File: config.mk
export PLATFORM = sky130hd
export DESIGN_NAME = multicycle_control_flat
export DESIGN_NICKNAME = d
export VERILOG_FILES = /design/src/rtl/multicycle_pkg.sv /design/src/rtl/multicycle_if.sv /design/src/rtl/mc_state_decode.sv /design/src/rtl/multicycle_control.sv /design/src/flat_wrapper.sv
export SDC_FILE = /design/constraint.sdc
export NUM_CORES = 1
export LEC_CHECK = 0
export CAP_MARGIN = 20
export CORE_MARGIN = 1
export CORE_UTILIZATION = 40
export DETAILED_ROUTE_END_ITERATION = 8
export PLACE_DENSITY_LB_ADDON = 0.25
export SYNTH_ARGS = -nofsm -noshare
export SYNTH_HDL_FRONTEND = slang
export SYNTH_SLANG_ARGS = --single-unit
File: constraint.sdc
create_clock -name clk -period 1.4 [get_ports clk]
set_input_delay 0.14 -clock clk [delete_from_list [all_inputs] [get_ports clk]]
set_output_delay 0.14 -clock clk [all_outputs]
set_load 0.01 [all_outputs]
File: src/rtl/multicycle_pkg.sv
// Shared definitions for the multi-cycle MIPS sequencing controller.
// Holds the state encoding (also exported on the debug state output),
// opcode constants, datapath mux/ALU encodings, the control-word struct
// and an opcode legality helper.
package multicycle_pkg;

    typedef enum logic [3:0] {
        S_FETCH    = 4'd0,
        S_DECODE   = 4'd1,
        S_MEMADDR  = 4'd2,
        S_MEMREAD  = 4'd3,
        S_MEMWB    = 4'd4,
        S_MEMWRITE = 4'd5,
        S_EXECUTE  = 4'd6,
        S_RTYPE_WB = 4'd7,
        S_BRANCH   = 4'd8,
        S_JUMP     = 4'd9,
        S_IMM_EXEC = 4'd10,
        S_IMM_WB   = 4'd11
    } state_t;

    localparam logic [5:0] OP_RTYPE = 6'h00;
    localparam logic [5:0] OP_LW    = 6'h23;
    localparam logic [5:0] OP_SW    = 6'h2b;
    localparam logic [5:0] OP_BEQ   = 6'h04;
    localparam logic [5:0] OP_BNE   = 6'h05;
    localparam logic [5:0] OP_J     = 6'h02;
    localparam logic [5:0] OP_ADDI  = 6'h08;
    localparam logic [5:0] OP_ANDI  = 6'h0c;

    localparam logic [1:0] ALUOP_ADD   = 2'b00;
    localparam logic [1:0] ALUOP_SUB   = 2'b01;
    localparam logic [1:0] ALUOP_FUNCT = 2'b10;
    localparam logic [1:0] ALUOP_AND   = 2'b11;

    localparam logic [1:0] SRCB_B       = 2'b00;
    localparam logic [1:0] SRCB_FOUR    = 2'b01;
    localparam logic [1:0] SRCB_IMM     = 2'b10;
    localparam logic [1:0] SRCB_IMM_SH2 = 2'b11;

    localparam logic [1:0] PCSRC_ALU    = 2'b00;
    localparam logic [1:0] PCSRC_ALUOUT = 2'b01;
    localparam logic [1:0] PCSRC_JUMP   = 2'b10;

    typedef struct packed {
        logic       pc_write;
        logic       branch_eq;
        logic       branch_ne;
        logic       iord;
        logic       mem_read;
        logic       mem_write;
        logic       ir_write;
        logic       mem_to_reg;
        logic       reg_dst;
        logic       reg_write;
        logic       alu_src_a;
        logic [1:0] alu_src_b;
        logic [1:0] alu_op;
        logic [1:0] pc_source;
        logic       instr_done;
        logic       illegal_op;
    } ctrl_t;

    function automatic logic is_known_op(input logic [5:0] op);
        case (op)
            OP_RTYPE, OP_LW, OP_SW, OP_BEQ, OP_BNE,
            OP_J, OP_ADDI, OP_ANDI: return 1'b1;
            default:                return 1'b0;
        endcase
    endfunction

endpackage

File: src/rtl/multicycle_if.sv
// Control bundle between the sequencing controller and the datapath.
// master: controller side (samples opcode/mem_ready, drives controls).
// slave : datapath side.
// Memory handshake: the controller holds MemRead/MemWrite and IorD steady
// for as long as an access is pending; the access completes in the cycle
// where mem_ready=1, and only then does the state advance. There is no
// separate request/accept phase: the strobe itself is the request.
interface multicycle_if;
    logic [5:0] opcode;
    logic       mem_ready;
    logic       PCWrite;
    logic       BranchEq;
    logic       BranchNe;
    logic       IorD;
    logic       MemRead;
    logic       MemWrite;
    logic       IRWrite;
    logic       MemtoReg;
    logic       RegDst;
    logic       RegWrite;
    logic       ALUSrcA;
    logic [1:0] ALUSrcB;
    logic [1:0] ALUOp;
    logic [1:0] PCSource;
    logic       instr_done;
    logic       illegal_op;
    logic [3:0] state;

    modport master (
        input  opcode, mem_ready,
        output PCWrite, BranchEq, BranchNe, IorD, MemRead, MemWrite,
               IRWrite, MemtoReg, RegDst, RegWrite, ALUSrcA, ALUSrcB,
               ALUOp, PCSource, instr_done, illegal_op, state
    );

    modport slave (
        output opcode, mem_ready,
        input  PCWrite, BranchEq, BranchNe, IorD, MemRead, MemWrite,
               IRWrite, MemtoReg, RegDst, RegWrite, ALUSrcA, ALUSrcB,
               ALUOp, PCSource, instr_done, illegal_op, state
    );
endinterface

File: src/rtl/mc_state_decode.sv
// Combinational output decode for the multi-cycle controller.
// Ports: state_i (current state), op_q_i (opcode latched in DECODE),
// opcode_i (live IR opcode, used only for the DECODE illegal flag),
// mem_ready_i (memory handshake), reset_i, ctrl_o (full control word).
module mc_state_decode
    import multicycle_pkg::*;
(
    input  state_t     state_i,
    input  logic [5:0] op_q_i,
    input  logic [5:0] opcode_i,
    input  logic       mem_ready_i,
    input  logic       reset_i,
    output ctrl_t      ctrl_o
);

    always_comb begin
        ctrl_o = '0;
        case (state_i)
            S_FETCH: begin
                ctrl_o.mem_read  = 1'b1;
                ctrl_o.alu_src_b = SRCB_FOUR;
                ctrl_o.alu_op    = ALUOP_ADD;
                ctrl_o.pc_source = PCSRC_ALU;
                // IR and PC load only in the cycle the fetch completes.
                ctrl_o.ir_write  = mem_ready_i;
                ctrl_o.pc_write  = mem_ready_i;
            end
            S_DECODE: begin
                // Branch target precomputed into ALUOut.
                ctrl_o.alu_src_b  = SRCB_IMM_SH2;
                ctrl_o.alu_op     = ALUOP_ADD;
                ctrl_o.illegal_op = !is_known_op(opcode_i);
            end
            S_MEMADDR: begin
                ctrl_o.alu_src_a = 1'b1;
                ctrl_o.alu_src_b = SRCB_IMM;
                ctrl_o.alu_op    = ALUOP_ADD;
            end
            S_MEMREAD: begin
                ctrl_o.iord     = 1'b1;
                ctrl_o.mem_read = 1'b1;
            end
            S_MEMWB: begin
                ctrl_o.mem_to_reg = 1'b1;
                ctrl_o.reg_write  = 1'b1;
                ctrl_o.instr_done = 1'b1;
            end
            S_MEMWRITE: begin
                ctrl_o.iord       = 1'b1;
                ctrl_o.mem_write  = 1'b1;
                ctrl_o.instr_done = mem_ready_i;
            end
            S_EXECUTE: begin
                ctrl_o.alu_src_a = 1'b1;
                ctrl_o.alu_src_b = SRCB_B;
                ctrl_o.alu_op    = ALUOP_FUNCT;
            end
            S_RTYPE_WB: begin
                ctrl_o.reg_dst    = 1'b1;
                ctrl_o.reg_write  = 1'b1;
                ctrl_o.instr_done = 1'b1;
            end
            S_BRANCH: begin
                ctrl_o.alu_src_a  = 1'b1;
                ctrl_o.alu_src_b  = SRCB_B;
                ctrl_o.alu_op     = ALUOP_SUB;
                ctrl_o.pc_source  = PCSRC_ALUOUT;
                ctrl_o.branch_eq  = (op_q_i == OP_BEQ);
                ctrl_o.branch_ne  = (op_q_i == OP_BNE);
                ctrl_o.instr_done = 1'b1;
            end
            S_JUMP: begin
                ctrl_o.pc_source  = PCSRC_JUMP;
                ctrl_o.pc_write   = 1'b1;
                ctrl_o.instr_done = 1'b1;
            end
            S_IMM_EXEC: begin
                ctrl_o.alu_src_a = 1'b1;
                ctrl_o.alu_src_b = SRCB_IMM;
                ctrl_o.alu_op    = (op_q_i == OP_ANDI) ? ALUOP_AND : ALUOP_ADD;
            end
            S_IMM_WB: begin
                ctrl_o.reg_write  = 1'b1;
                ctrl_o.instr_done = 1'b1;
            end
            default: ;
        endcase

        // Reset abandons the current instruction: no side effect may leak.
        if (reset_i) begin
            ctrl_o.pc_write   = 1'b0;
            ctrl_o.ir_write   = 1'b0;
            ctrl_o.mem_read   = 1'b0;
            ctrl_o.mem_write  = 1'b0;
            ctrl_o.reg_write  = 1'b0;
            ctrl_o.branch_eq  = 1'b0;
            ctrl_o.branch_ne  = 1'b0;
            ctrl_o.instr_done = 1'b0;
            ctrl_o.illegal_op = 1'b0;
        end
    end

endmodule

File: src/rtl/multicycle_control.sv
// Multi-cycle MIPS sequencing controller (top level).
// Ports: clk, reset (sync, active-high), bus (multicycle_if.master:
// opcode/mem_ready in, datapath controls and debug state out).
// Holds the state register, the latched opcode and next-state logic;
// output decoding lives in mc_state_decode.
module multicycle_control
    import multicycle_pkg::*;
(
    input  logic         clk,
    input  logic         reset,
    multicycle_if.master bus
);

    state_t     state_q, state_d;
    logic [5:0] op_q, op_d;
    ctrl_t      ctrl;

    always_ff @(posedge clk) begin
        if (reset) begin
            state_q <= S_FETCH;
            op_q    <= '0;
        end else begin
            state_q <= state_d;
            op_q    <= op_d;
        end
    end

    always_comb begin
        state_d = state_q;
        op_d    = op_q;
        case (state_q)
            S_FETCH:    if (bus.mem_ready) state_d = S_DECODE;
            S_DECODE: begin
                op_d = bus.opcode;
                case (bus.opcode)
                    OP_LW, OP_SW:     state_d = S_MEMADDR;
                    OP_RTYPE:         state_d = S_EXECUTE;
                    OP_BEQ, OP_BNE:   state_d = S_BRANCH;
                    OP_J:             state_d = S_JUMP;
                    OP_ADDI, OP_ANDI: state_d = S_IMM_EXEC;
                    default:          state_d = S_FETCH;
                endcase
            end
            S_MEMADDR:  state_d = (op_q == OP_LW) ? S_MEMREAD : S_MEMWRITE;
            S_MEMREAD:  if (bus.mem_ready) state_d = S_MEMWB;
            S_MEMWB:    state_d = S_FETCH;
            S_MEMWRITE: if (bus.mem_ready) state_d = S_FETCH;
            S_EXECUTE:  state_d = S_RTYPE_WB;
            S_RTYPE_WB: state_d = S_FETCH;
            S_BRANCH:   state_d = S_FETCH;
            S_JUMP:     state_d = S_FETCH;
            S_IMM_EXEC: state_d = S_IMM_WB;
            S_IMM_WB:   state_d = S_FETCH;
            default:    state_d = S_FETCH;
        endcase
    end

    mc_state_decode u_decode (
        .state_i     (state_q),
        .op_q_i      (op_q),
        .opcode_i    (bus.opcode),
        .mem_ready_i (bus.mem_ready),
        .reset_i     (reset),
        .ctrl_o      (ctrl)
    );

    assign bus.PCWrite    = ctrl.pc_write;
    assign bus.BranchEq   = ctrl.branch_eq;
    assign bus.BranchNe   = ctrl.branch_ne;
    assign bus.IorD       = ctrl.iord;
    assign bus.MemRead    = ctrl.mem_read;
    assign bus.MemWrite   = ctrl.mem_write;
    assign bus.IRWrite    = ctrl.ir_write;
    assign bus.MemtoReg   = ctrl.mem_to_reg;
    assign bus.RegDst     = ctrl.reg_dst;
    assign bus.RegWrite   = ctrl.reg_write;
    assign bus.ALUSrcA    = ctrl.alu_src_a;
    assign bus.ALUSrcB    = ctrl.alu_src_b;
    assign bus.ALUOp      = ctrl.alu_op;
    assign bus.PCSource   = ctrl.pc_source;
    assign bus.instr_done = ctrl.instr_done;
    assign bus.illegal_op = ctrl.illegal_op;
    assign bus.state      = state_q;

endmodule

File: src/flat_wrapper.sv
// flat-port wrapper written by rule: the top's interface ports become plain ports
module multicycle_control_flat import multicycle_pkg::*;
  (clk, reset, bus_opcode, bus_mem_ready, bus_PCWrite, bus_BranchEq, bus_BranchNe, bus_IorD, bus_MemRead, bus_MemWrite, bus_IRWrite, bus_MemtoReg, bus_RegDst, bus_RegWrite, bus_ALUSrcA, bus_ALUSrcB, bus_ALUOp, bus_PCSource, bus_instr_done, bus_illegal_op, bus_state);
  multicycle_if bus_i ();
  input  logic clk;
  input  logic reset;
  input wire logic [$bits(bus_i.opcode)-1:0] bus_opcode;
  input wire logic [$bits(bus_i.mem_ready)-1:0] bus_mem_ready;
  output wire logic [$bits(bus_i.PCWrite)-1:0] bus_PCWrite;
  output wire logic [$bits(bus_i.BranchEq)-1:0] bus_BranchEq;
  output wire logic [$bits(bus_i.BranchNe)-1:0] bus_BranchNe;
  output wire logic [$bits(bus_i.IorD)-1:0] bus_IorD;
  output wire logic [$bits(bus_i.MemRead)-1:0] bus_MemRead;
  output wire logic [$bits(bus_i.MemWrite)-1:0] bus_MemWrite;
  output wire logic [$bits(bus_i.IRWrite)-1:0] bus_IRWrite;
  output wire logic [$bits(bus_i.MemtoReg)-1:0] bus_MemtoReg;
  output wire logic [$bits(bus_i.RegDst)-1:0] bus_RegDst;
  output wire logic [$bits(bus_i.RegWrite)-1:0] bus_RegWrite;
  output wire logic [$bits(bus_i.ALUSrcA)-1:0] bus_ALUSrcA;
  output wire logic [$bits(bus_i.ALUSrcB)-1:0] bus_ALUSrcB;
  output wire logic [$bits(bus_i.ALUOp)-1:0] bus_ALUOp;
  output wire logic [$bits(bus_i.PCSource)-1:0] bus_PCSource;
  output wire logic [$bits(bus_i.instr_done)-1:0] bus_instr_done;
  output wire logic [$bits(bus_i.illegal_op)-1:0] bus_illegal_op;
  output wire logic [$bits(bus_i.state)-1:0] bus_state;
  assign bus_i.opcode = bus_opcode;
  assign bus_i.mem_ready = bus_mem_ready;
  assign bus_PCWrite = bus_i.PCWrite;
  assign bus_BranchEq = bus_i.BranchEq;
  assign bus_BranchNe = bus_i.BranchNe;
  assign bus_IorD = bus_i.IorD;
  assign bus_MemRead = bus_i.MemRead;
  assign bus_MemWrite = bus_i.MemWrite;
  assign bus_IRWrite = bus_i.IRWrite;
  assign bus_MemtoReg = bus_i.MemtoReg;
  assign bus_RegDst = bus_i.RegDst;
  assign bus_RegWrite = bus_i.RegWrite;
  assign bus_ALUSrcA = bus_i.ALUSrcA;
  assign bus_ALUSrcB = bus_i.ALUSrcB;
  assign bus_ALUOp = bus_i.ALUOp;
  assign bus_PCSource = bus_i.PCSource;
  assign bus_instr_done = bus_i.instr_done;
  assign bus_illegal_op = bus_i.illegal_op;
  assign bus_state = bus_i.state;
  multicycle_control u_core (.clk(clk), .reset(reset), .bus(bus_i));
endmodule
==> impl_metrics.ini, run 1 <==
[timing]
worst_path_end_type = top-level output
grt-worst-endpoint = bus_ALUOp[0]

[placed_design]
detailedPlace.worstSlack_ns = -0.698
numPortBuffers = 31
detailed_place_hpwl_um = 2700
place_inst = 227
gp_congestion = 0.865
dpl-instance-area_um2 = 1630

[synthesis]
synthMostInstantiatedCell = nand2_1
yosysTopAreaCellShare_pct = 21.9
synthesized_cell_area_um2 = 912
ys_warn_count = 0
synth.top_cells.by_area = dfxtp_1 (22%), a21oi_1 (6.0%), nand2b_1 (5.5%), nand2_1 (5.3%), nor2_1 (4.9%)
synth_flop_cell = dfxtp_1
synth_top_cell_by_area = dfxtp_1
ys_ff_latch = 10
synth_area_per_cell_um2 = 7.02
synthTopCellsByCount = nand2_1 (13), nor2_1 (12), a21oi_1 (11)
synth-edff-count = 0
share_of_synthesized_flip_flops_with_an_asynchronous_set_or_reset_pct = 0
synthesis.nets = 139
synth-seq-area-share_pct = 21.9
post_synth_inst_count = 130
synthDistinctLibCells = 41

[global_routing]
grt_max_degree = 11

[clocking]
cts_htree_levels = 1
buffer_levels_on_the_longest_clock_path = 2
clock_buffer_count_from_cts = 3
clock_sink_count = 10
clk_root_buffer_cell = clkbuf_4
cts_hold_repair.buffers = 0

[floorplan]
floorplan.io_pins = 32
rows = 16
dieHeight_um = 49.8
die_w_um = 49.8
initial_utilization_pct = 44.7

[status]
status = did not finish
stage_at_which_the_flow_ended = global routing
flow.first_error = [ERROR DPL-0038] Utilization greater than 100%, impossible to legalize
## through the flow
stage          util [%]  hold slack [ns]
3_3_place_gp       79.8            0.571
2_1_floorplan         -            0.287
4_1_cts            97.4            0.449
3_5_place_dp       79.8            0.587
## timing repair
item,in CTS
hold endpoints to repair,0
gates resized for setup,154
buffers inserted,18
gates cloned,0
endpoints found under the setup margin,26
pin swaps,17
## cells by family after synthesis
| kind of cell | count (synthesis) | share of synthesized area (%) |
|---|---|---|
| AO/OA/AOI/OAI | 31 | 22.4 |
| AND/OR/NAND/NOR | 73 | 46.0 |
| multiplexers | 1 | 1.10 |
| buffers and inverters | 14 | 7.68 |
| flip-flops | 10 | 21.9 |
| XOR/XNOR | 1 | 0.960 |
==> inputs of run 2 (changes only) <==
--- a/config.mk
+++ b/config.mk
@@ -7,9 +7,9 @@
 export LEC_CHECK = 0
 export CAP_MARGIN = 20
 export CORE_MARGIN = 1
-export CORE_UTILIZATION = 40
+export CORE_UTILIZATION = 25
 export DETAILED_ROUTE_END_ITERATION = 8
-export PLACE_DENSITY_LB_ADDON = 0.25
+export PLACE_DENSITY_LB_ADDON = 0.15
 export SYNTH_ARGS = -nofsm -noshare
 export SYNTH_HDL_FRONTEND = slang
 export SYNTH_SLANG_ARGS = --single-unit
==> constraint.sdc (replaced) <==
create_clock -name clk -period 1.8 [get_ports clk]
set_input_delay 0.18 -clock clk [delete_from_list [all_inputs] [get_ports clk]]
set_output_delay 0.18 -clock clk [all_outputs]
set_load 0.01 [all_outputs]
==> impl_metrics.ini, run 2 <==
[cells_and_area]
most-common-layout-cells = buf_4 (42), nor2_1 (12), nand2_1 (12)
final_core_occ_pct = 47.8
final_layout_size_suffix_gt1_share_pct = 38.6
flow.area_growth_from_synthesis_pct = 79.0
layout.cells.most_common = buf_4
fin_cells = 243
nFillCells = 358
nNetsFinal = 207
num_antenna_cells = 0
top_register = u_core.op_q
largest_reg_flops = 6
stdcell_area_um2 = 1630

[floorplan]
dieHeight_um = 62.4
rows = 21
coreArea_um2 = 3420
initial_utilization_pct = 26.7
die_w_um = 62.4
floorplan.die_area_um2 = 3890
floorplan.io_pins = 32

[synthesis]
synthTopCellsByCount = nand2_1 (13), nor2_1 (12), a21oi_1 (11)
synthesis.nets = 139
synth_area_per_cell_um2 = 7.02
synthMostInstantiatedCell = nand2_1
ys_warn_count = 0
synth.top_cells.by_area = dfxtp_1 (22%), a21oi_1 (6.0%), nand2b_1 (5.5%), nand2_1 (5.3%), nor2_1 (4.9%)
synth-edff-count = 0
synthDistinctLibCells = 41
yosysTopAreaCellShare_pct = 21.9
synthesized_cell_area_um2 = 912
synth-seq-area-share_pct = 21.9
post_synth_inst_count = 130
synth_flop_cell = dfxtp_1
ys_ff_latch = 10
share_of_synthesized_flip_flops_with_an_asynchronous_set_or_reset_pct = 0
synth_top_cell_by_area = dfxtp_1

[power_and_ir_drop]
leakage_power_nw = 0.734
vdd.ir_drop.worst_mv = 0.177
power_density_nw_per_um2 = 414

[timing]
finalHoldViolations = 0
post-route-min-period_ns = 1.75
drv_slew = 0
timing_worst_slew_pin_value_ns = 0.362
setup_viol = 0
fin_setup_tns_ns = 0
whs_ns = 0.373
headroom_to_the_max_slew_limit_pct = 75.8
worst_case_clock_skew_ns = 0.00502
finalCritPeriodShare_pct = 97.2
timing.fmax_mhz = 571

[min_path]
hold_path.class = in2reg

[setup_path]
worstPathRequired_ns = 1.62
worstSetupEndpointType = primary output
cpPeakStageDelay_ns = 0.53
crit_type = reg2out
cp_cell_sequence = buf_6 -> or4b_4 -> nor4_2 -> buf_2
maximum_fanout_encountered_on_the_critical_timing_path = 3
crit_buf_inv = 2
worstPathArrival_ns = 1.57
timing.critical_path.from_type = register
worst_path_dominant_cell_family = simple AND/OR/NAND/NOR gates
critical-path-slowest-cell = or4b_4

[clocking]
clock_insertion_delay_at_the_later_pin_of_the_skew_report_ns = 0.27
clock_buffer_count_from_cts = 3
cts.reportedPaths.clkPinSlew_ns = 0.07
cts_htree_levels = 1
buffer_levels_on_the_longest_clock_path = 2
cts_hold_repair.buffers = 0
clock_sink_count = 10
clk_root_buffer_cell = clkbuf_4
tritoncts = yes

[route]
detail_route.first_pass.iterations = 4
routedWlPerCell_um = 13.7
post_detailed_route_via_to_cell_ratio = 5.09
route.antenna.remaining_nets = 0
detailroute.via_count = 1237
remaining_design_rule_violation_count = 0
routed_wirelength_um = 3320
first_iter_violations = 51

[global_routing]
grt_max_degree = 19
overflow = 0
grt_use_total_pct = 17.0
via_count_of_the_first_global_routing_pass = 1153
grt_antenna_before_repair = 0
grt_first_pass_wirelength_um = 5360

[placed_design]
detailed_place_hpwl_um = 2530
gp_congestion = 0.793
numPortBuffers = 31
dpl-instance-area_um2 = 1540
place_inst = 238

[status]
status = completed

[flow_run]
drv.max_cap_violation_count = 0
-- run 2: layout make-up --
class	instances	area [µm²]	area share (%)
Sequential cell	10	216	13.3
Inverter	3	11.3	0.690
Multi-Input combinational cell	106	716	43.8
Clock buffer	4	36.3	2.22
Tap cell	46	57.6	3.52
Timing Repair Buffer	74	596	36.5
-- run 2: kinds of logic after synthesis --
group	count (synthesis)	share of synthesized area (%)
AO/OA/AOI/OAI	31	22.4
AND/OR/NAND/NOR	73	46.0
flip-flops	10	21.9
multiplexers	1	1.10
buffers and inverters	14	7.68
XOR/XNOR	1	0.960
-- run 2: path summary, 6_finish.rpt --
check / from / end / depth (start not counted) / slack, ns
setup / recovery: u_core.op_q[4]$_SDFFE_PP0P_ / bus_BranchNe / 4 / 0.05
hold / removal: bus_opcode[2] / u_core.op_q[2]$_SDFFE_PP0P_ / 4 / 0.37
setup reg to reg: u_core.bus.state[1]$_SDFFE_PP0P_ / u_core.bus.state[2]$_SDFFE_PP0P_ / 6 / 0.21
hold reg to reg: u_core.op_q[1]$_SDFFE_PP0P_ / u_core.op_q[1]$_SDFFE_PP0P_ / 3 / 0.60
-- run 2: worst reg2reg max path: stages (launching register included) --
cell and delay [ns]:
dfxtp_4 0.37, buf_4 0.17, nor2_8 0.14, nand2_4 0.06, buf_4 0.16, or3_1 0.37, a311oi_2 0.23
-- run 2: metal layers --
metal / share of wire (%) / wire length [µm] / GRT usage, % / up-vias
met5: 0 / 0 / 0 / -
li1: - / - / - / 615
met4: 0 / 0 / 3.49 / 0
met3: 2.9 / 96 / 2.37 / 0
met1: 46 / 1530 / 21.7 / 593
met2: 51 / 1690 / 30.2 / 29
-- run 2: metrics by stage --
step | power, mW | worst slack [ns]
floorplan | 0.343 | 0.0546
global placement | 0.464 | -0.369
detailed placement | 0.468 | -0.446
CTS | 0.670 | -0.130
global route | 0.717 | -0.0484
finish | 0.675 | 0.0499
-- run 2: what timing repair did --
item / 4_1_cts / 5_1_grt
setup endpoints to repair: 20 / 8
pin swaps: 2 / 4
setup buffers: 0 / 1
gates resized for setup: 51 / 23
-- run 2: where the power goes --
part           switching, mW  leakage, nW  internal (mW)
logic                  0.106        0.627          0.119
clock network         0.0816       0.0210          0.123
registers             0.0147       0.0855          0.231
total                  0.203        0.734          0.473
Power figures use the tool's default switching activity.
==> variant 1: new RTL, flow settings as in run 2 <==
Make the reset (`reset`) asynchronous in one clocked block.
--- a/src/rtl/multicycle_control.sv
+++ b/src/rtl/multicycle_control.sv
@@ -16,5 +16,5 @@
     ctrl_t      ctrl;
 
-    always_ff @(posedge clk) begin
+    always_ff @(posedge clk or posedge reset) begin
         if (reset) begin
             state_q <= S_FETCH;
Formal check against the unedited RTL: differs if reset is asserted again (counterexample within 4 cycles, from zero or initial values and one cycle with reset high); with reset held inactive, the same outputs for 10 cycles.
==> variant 1 against run 2 <==
- worst setup slack better by 0.022 ns
- area after synthesis up 0.82%
- sequential cell count is the same
- core utilization shrank 1.4 points
- wire length is 13% lower
- cell area fell by 2.2%
- fmax up 1.3%
Power is not compared: it rests on default switching activity, and its combinational part moved more than twofold at a synthesized area within 25%.
==> variant 1: results (changes against run 2) <==
global_route:
  antenna_found_initial: 0  # unchanged
  met1_usage_pct: 21.1  # -0.61 points
  grt_usage_pct: 16.3  # -0.73 points
  grt_max_degree: 15  # -4
  grtUsageMet2_pct: 27.6  # -2.6 points
  grt_pass1_wl_mm: 5.08  # -5.3%
  gr-usage-met3_pct: 1.28  # -1.1 points
final_layout:
  fillers: 355  # -0.84%
  area_delta_synth_final_pct: 73.6
  drive_gt1_share_pct: 39.3  # +0.75 points
  fin_nets: 188  # -9.2%
  largest_register_ffs: 6  # unchanged
  n_antenna_cell: 0  # unchanged
  fin_cells: 224  # -7.8%
setup_path:
  timing.rr.start: "u_core.bus.state[0]"
  arrival_ns: 1.55  # -0.02 ns
  crit_path_end: "bus_IRWrite"
  ff2ff_setup_slack_ns: 0.19  # -0.02 ns
  cp-startpoint: "u_core.bus.state[1]"
  r2r_end: "u_core.bus.state[1]"
  crit_fanout: 10  # +7
synth:
  synth_cell_types: 39  # -4.9%
  syn_inst: 110  # -15%
  ys_top_cells_by_count: "14 x nor2_1, 10 x dfrtp_1, 10 x o21ai_0"
  synth.area.mux_share_pct: 7.21  # +6.1 points
  synth_compound_area_share_pct: 19.3  # -3.0 points
  seq_area_frac_synth_pct: 27.2  # +5.3 points
  async_flop_share_pct: 100  # +100 points
  synth_xor_area_share_pct: 0.952  # -0.0078 points
  synth_area_leaders: "dfrtp_1 27%, mux2_2 6.1%, nor2_1 5.7%"
  syn_nets: 119  # -14%
place:
  place_area_sq_um: 1510  # -1.7%
  dpl.hpwl_mm: 2.33  # -7.6%
  dpl_worst_slack_ns: -0.352  # +0.0937 ns
  place_congestion: 0.857  # +8.1%
route:
  drc: 0  # unchanged
  vias: 1087  # -12%
  routed_wl_mm: 2.89  # -13%
  drt_iter0_markers: 59  # +16%
min_path:
  hold-path-cell-count: 2  # -2
  holdPathEnd: "u_core.op_q[3]"
  worstHoldStart: "bus_opcode[3]"
cts:
  clock-root-buffer: "clkbuf_8"
  clkSlewWorstSetupHoldPaths_ns: 0.05  # -0.02 ns
  clock_latency_ns: 0.24  # -0.03 ns
power:
  powerDensity_nw_per_um2: 1160
timing:
  whs_ns: 0.304  # -0.0689 ns
  tightest_slew_ns: 0.321  # -0.0410 ns
  worst_clock_skew_ns: 0.000911  # -0.00411 ns
  layout_setup_ws_ns: 0.0716  # +0.0216 ns
outcome:
  outcome: "finished clean"
## variant 1: repair_timing
action	4_1_cts	5_1_grt
buffers inserted	4	0
gates cloned	0	0
setup endpoints to repair	20	4
pin swaps	0	1
gates resized for setup	33	10
## variant 1: final cells by class
cell class / instances / share of cell area (%)
Inverter: 6 / 1.41
Multi-Input combinational cell: 86 / 37.7
Clock buffer: 4 / 3.45
Tap cell: 46 / 3.61
Timing Repair Buffer: 72 / 37.9
Sequential cell: 10 / 15.9
## variant 1: critical path: stages (launching register included)
cell and delay (ns):
dfrtp_2 0.46, buf_8 0.17, buf_4 0.15, nor2_1 0.08, and4_1 0.19, dlygate4sd2_1 0.27
## variant 1: routing by layer
layer | wire length (um) | part of all wire, % | up-vias
met4 | 47 | 1.6 | 0
met2 | 1330 | 46 | 32
li1 | - | - | 541
met5 | 0 | 0 | -
met3 | 117 | 4.0 | 4
met1 | 1400 | 48 | 510
==> variant 2: new RTL, flow settings as in run 2 <==
Without the edit above. `op_q` no longer has a reset.
--- a/src/rtl/multicycle_control.sv
+++ b/src/rtl/multicycle_control.sv
@@ -19,9 +19,11 @@
         if (reset) begin
             state_q <= S_FETCH;
-            op_q    <= '0;
         end else begin
             state_q <= state_d;
-            op_q    <= op_d;
         end
+    end
+
+    always_ff @(posedge clk) begin
+        op_q <= op_d;
     end
 
Function: no difference found for any inputs over 10 cycles, from zero or initial values and one cycle with reset high; that may be too few to reach the edited logic, so the function may still have changed.
==> variant 2 against run 2 <==
- sequential power is 7% higher
- sequential share of layout area is 4.1 points higher
- area after synthesis is 6.6% lower
- combinational power is 28% lower
- die area is 6.4% lower
- sequential cell count stayed put
- worst setup slack better by 0.024 ns
- wire length is 16% lower
- cell area is 6.0% lower
- count of clock-buffer cells in the layout stayed put
- synthesized cell count is 14% lower
- total power is 15% lower
==> variant 2: results (changes against run 2) <==
global_route:
  grt_max_degree: 17  # -2
  grt_pass1_wl_mm: 4.53  # -16%
  grt_usage_pct: 16.5  # -0.49 points
  grt_pass1_vias: 986  # -14%
synth:
  synth_compound_area_share_pct: 18.5  # -3.9 points
  synth.area.mux_share_pct: 0  # -1.1 points
  synth_area_leaders: "edfxtp_1 21%, dfxtp_1 9.4%, nand2b_1 5.9%"
  synth_cell_types: 35  # -15%
  synth_edf_count: 6  # +6
  ys_top_cells_by_count: "13 x nor2_1, 10 x nand2_1, 9 x a21oi_1, 9 x nor3_1, 8 x nand2b_1"
  syn_nets: 121  # -13%
  seq_area_frac_synth_pct: 30.5  # +8.6 points
  synth_area_leader_cell: "edfxtp_1"
route:
  wl_met2_mm: 1.28  # -24%
  wl_met1_mm: 1.43  # -6.7%
  wl_met3_um: 60  # -38%
  top_layer_used: "met4"
  routed_wl_mm: 2.79  # -16%
  drt_iter0_markers: 8  # -84%
  vias: 1060  # -14%
setup_path:
  arrival_ns: 1.55  # -0.02 ns
  cp-startpoint: "u_core.bus.state[0]"
  ff2ff_setup_slack_ns: 0.14  # -0.07 ns
outcome:
  outcome: "finished clean"
final_layout:
  fillers: 351  # -2.0%
  fin_nets: 188  # -9.2%
min_path:
  hold-path-cell-count: 2  # -2
  worstHoldStart: "bus_opcode[0]"
timing:
  worst_clock_skew_ns: 0.00467  # -0.000358 ns
  tightest_slew_ns: 0.398  # +0.0353 ns
cts:
  clock_latency_ns: 0.25  # -0.02 ns
  postCtsResizedCells: 36  # -29%
power:
  peakVddDrop_v: 0.000179  # +1.0%
variant 2: report_power, final:
part | switching, mW | internal [mW] | leakage [nW]
Combinational | 0.0709 | 0.0908 | 0.577
Clock | 0.0675 | 0.0853 | 0.0150
Sequential | 0.0101 | 0.252 | 0.0899
Total | 0.148 | 0.428 | 0.682
variant 2: per-stage QoR:
step                hold WS (ns)  setup TNS, ns  worst slack [ns]  cell area (sq um)  cells
global route               0.310              0          0.000148               1540    222
detailed placement         0.676          -1.47            -0.386               1470    216
finish                     0.287              0            0.0738               1540    222
CTS                        0.374         -0.394            -0.265               1530    222
floorplan                  0.279              0            0.0509                857    112
global placement           0.680          -1.47            -0.401               1470    216
variant 2: final cells by class:
cell class	instances	area share, %
well taps	44	3.59
inverters	1	0.244
multi-input cells	93	40.2
flip-flops and latches	10	17.4
repair buffers	70	36.9
clock buffers	4	1.71
variant 2: layer usage:
layer / up-vias / GRT usage [%]
li1: 553 / -
met1: 487 / 24.7
met2: 18 / 24.2
met3: 2 / 1.49
met4: 0 / 6.98
met5: - / 0
variant 2: worst max path at each step:
stage                                 to  slack [ns]  cells past startpoint
final                         bus_RegDst        0.07                      4
after global routing          bus_RegDst      0.0001                      4
after CTS                   bus_RegWrite       -0.27                      4
after detailed placement  bus_illegal_op       -0.39                      6
after global placement    bus_illegal_op       -0.40                      6
after floorplan             bus_BranchNe        0.05                      5
variant 2: cell families (layout without fill, tap and decap cells):
family,Yosys count,after routing
XOR/XNOR,1,1
AND/OR/NAND/NOR,68,68
AO/OA/AOI/OAI,24,24
flip-flops,10,10
buffers and inverters,9,75
variant 2: worst max-delay path, cell delays in order, from the launching register on:
cell and delay, ns:
dfxtp_2 0.44, buf_4 0.17, nand2_1 0.05, nor2_1 0.10, clkdlybuf4s50_1 0.54
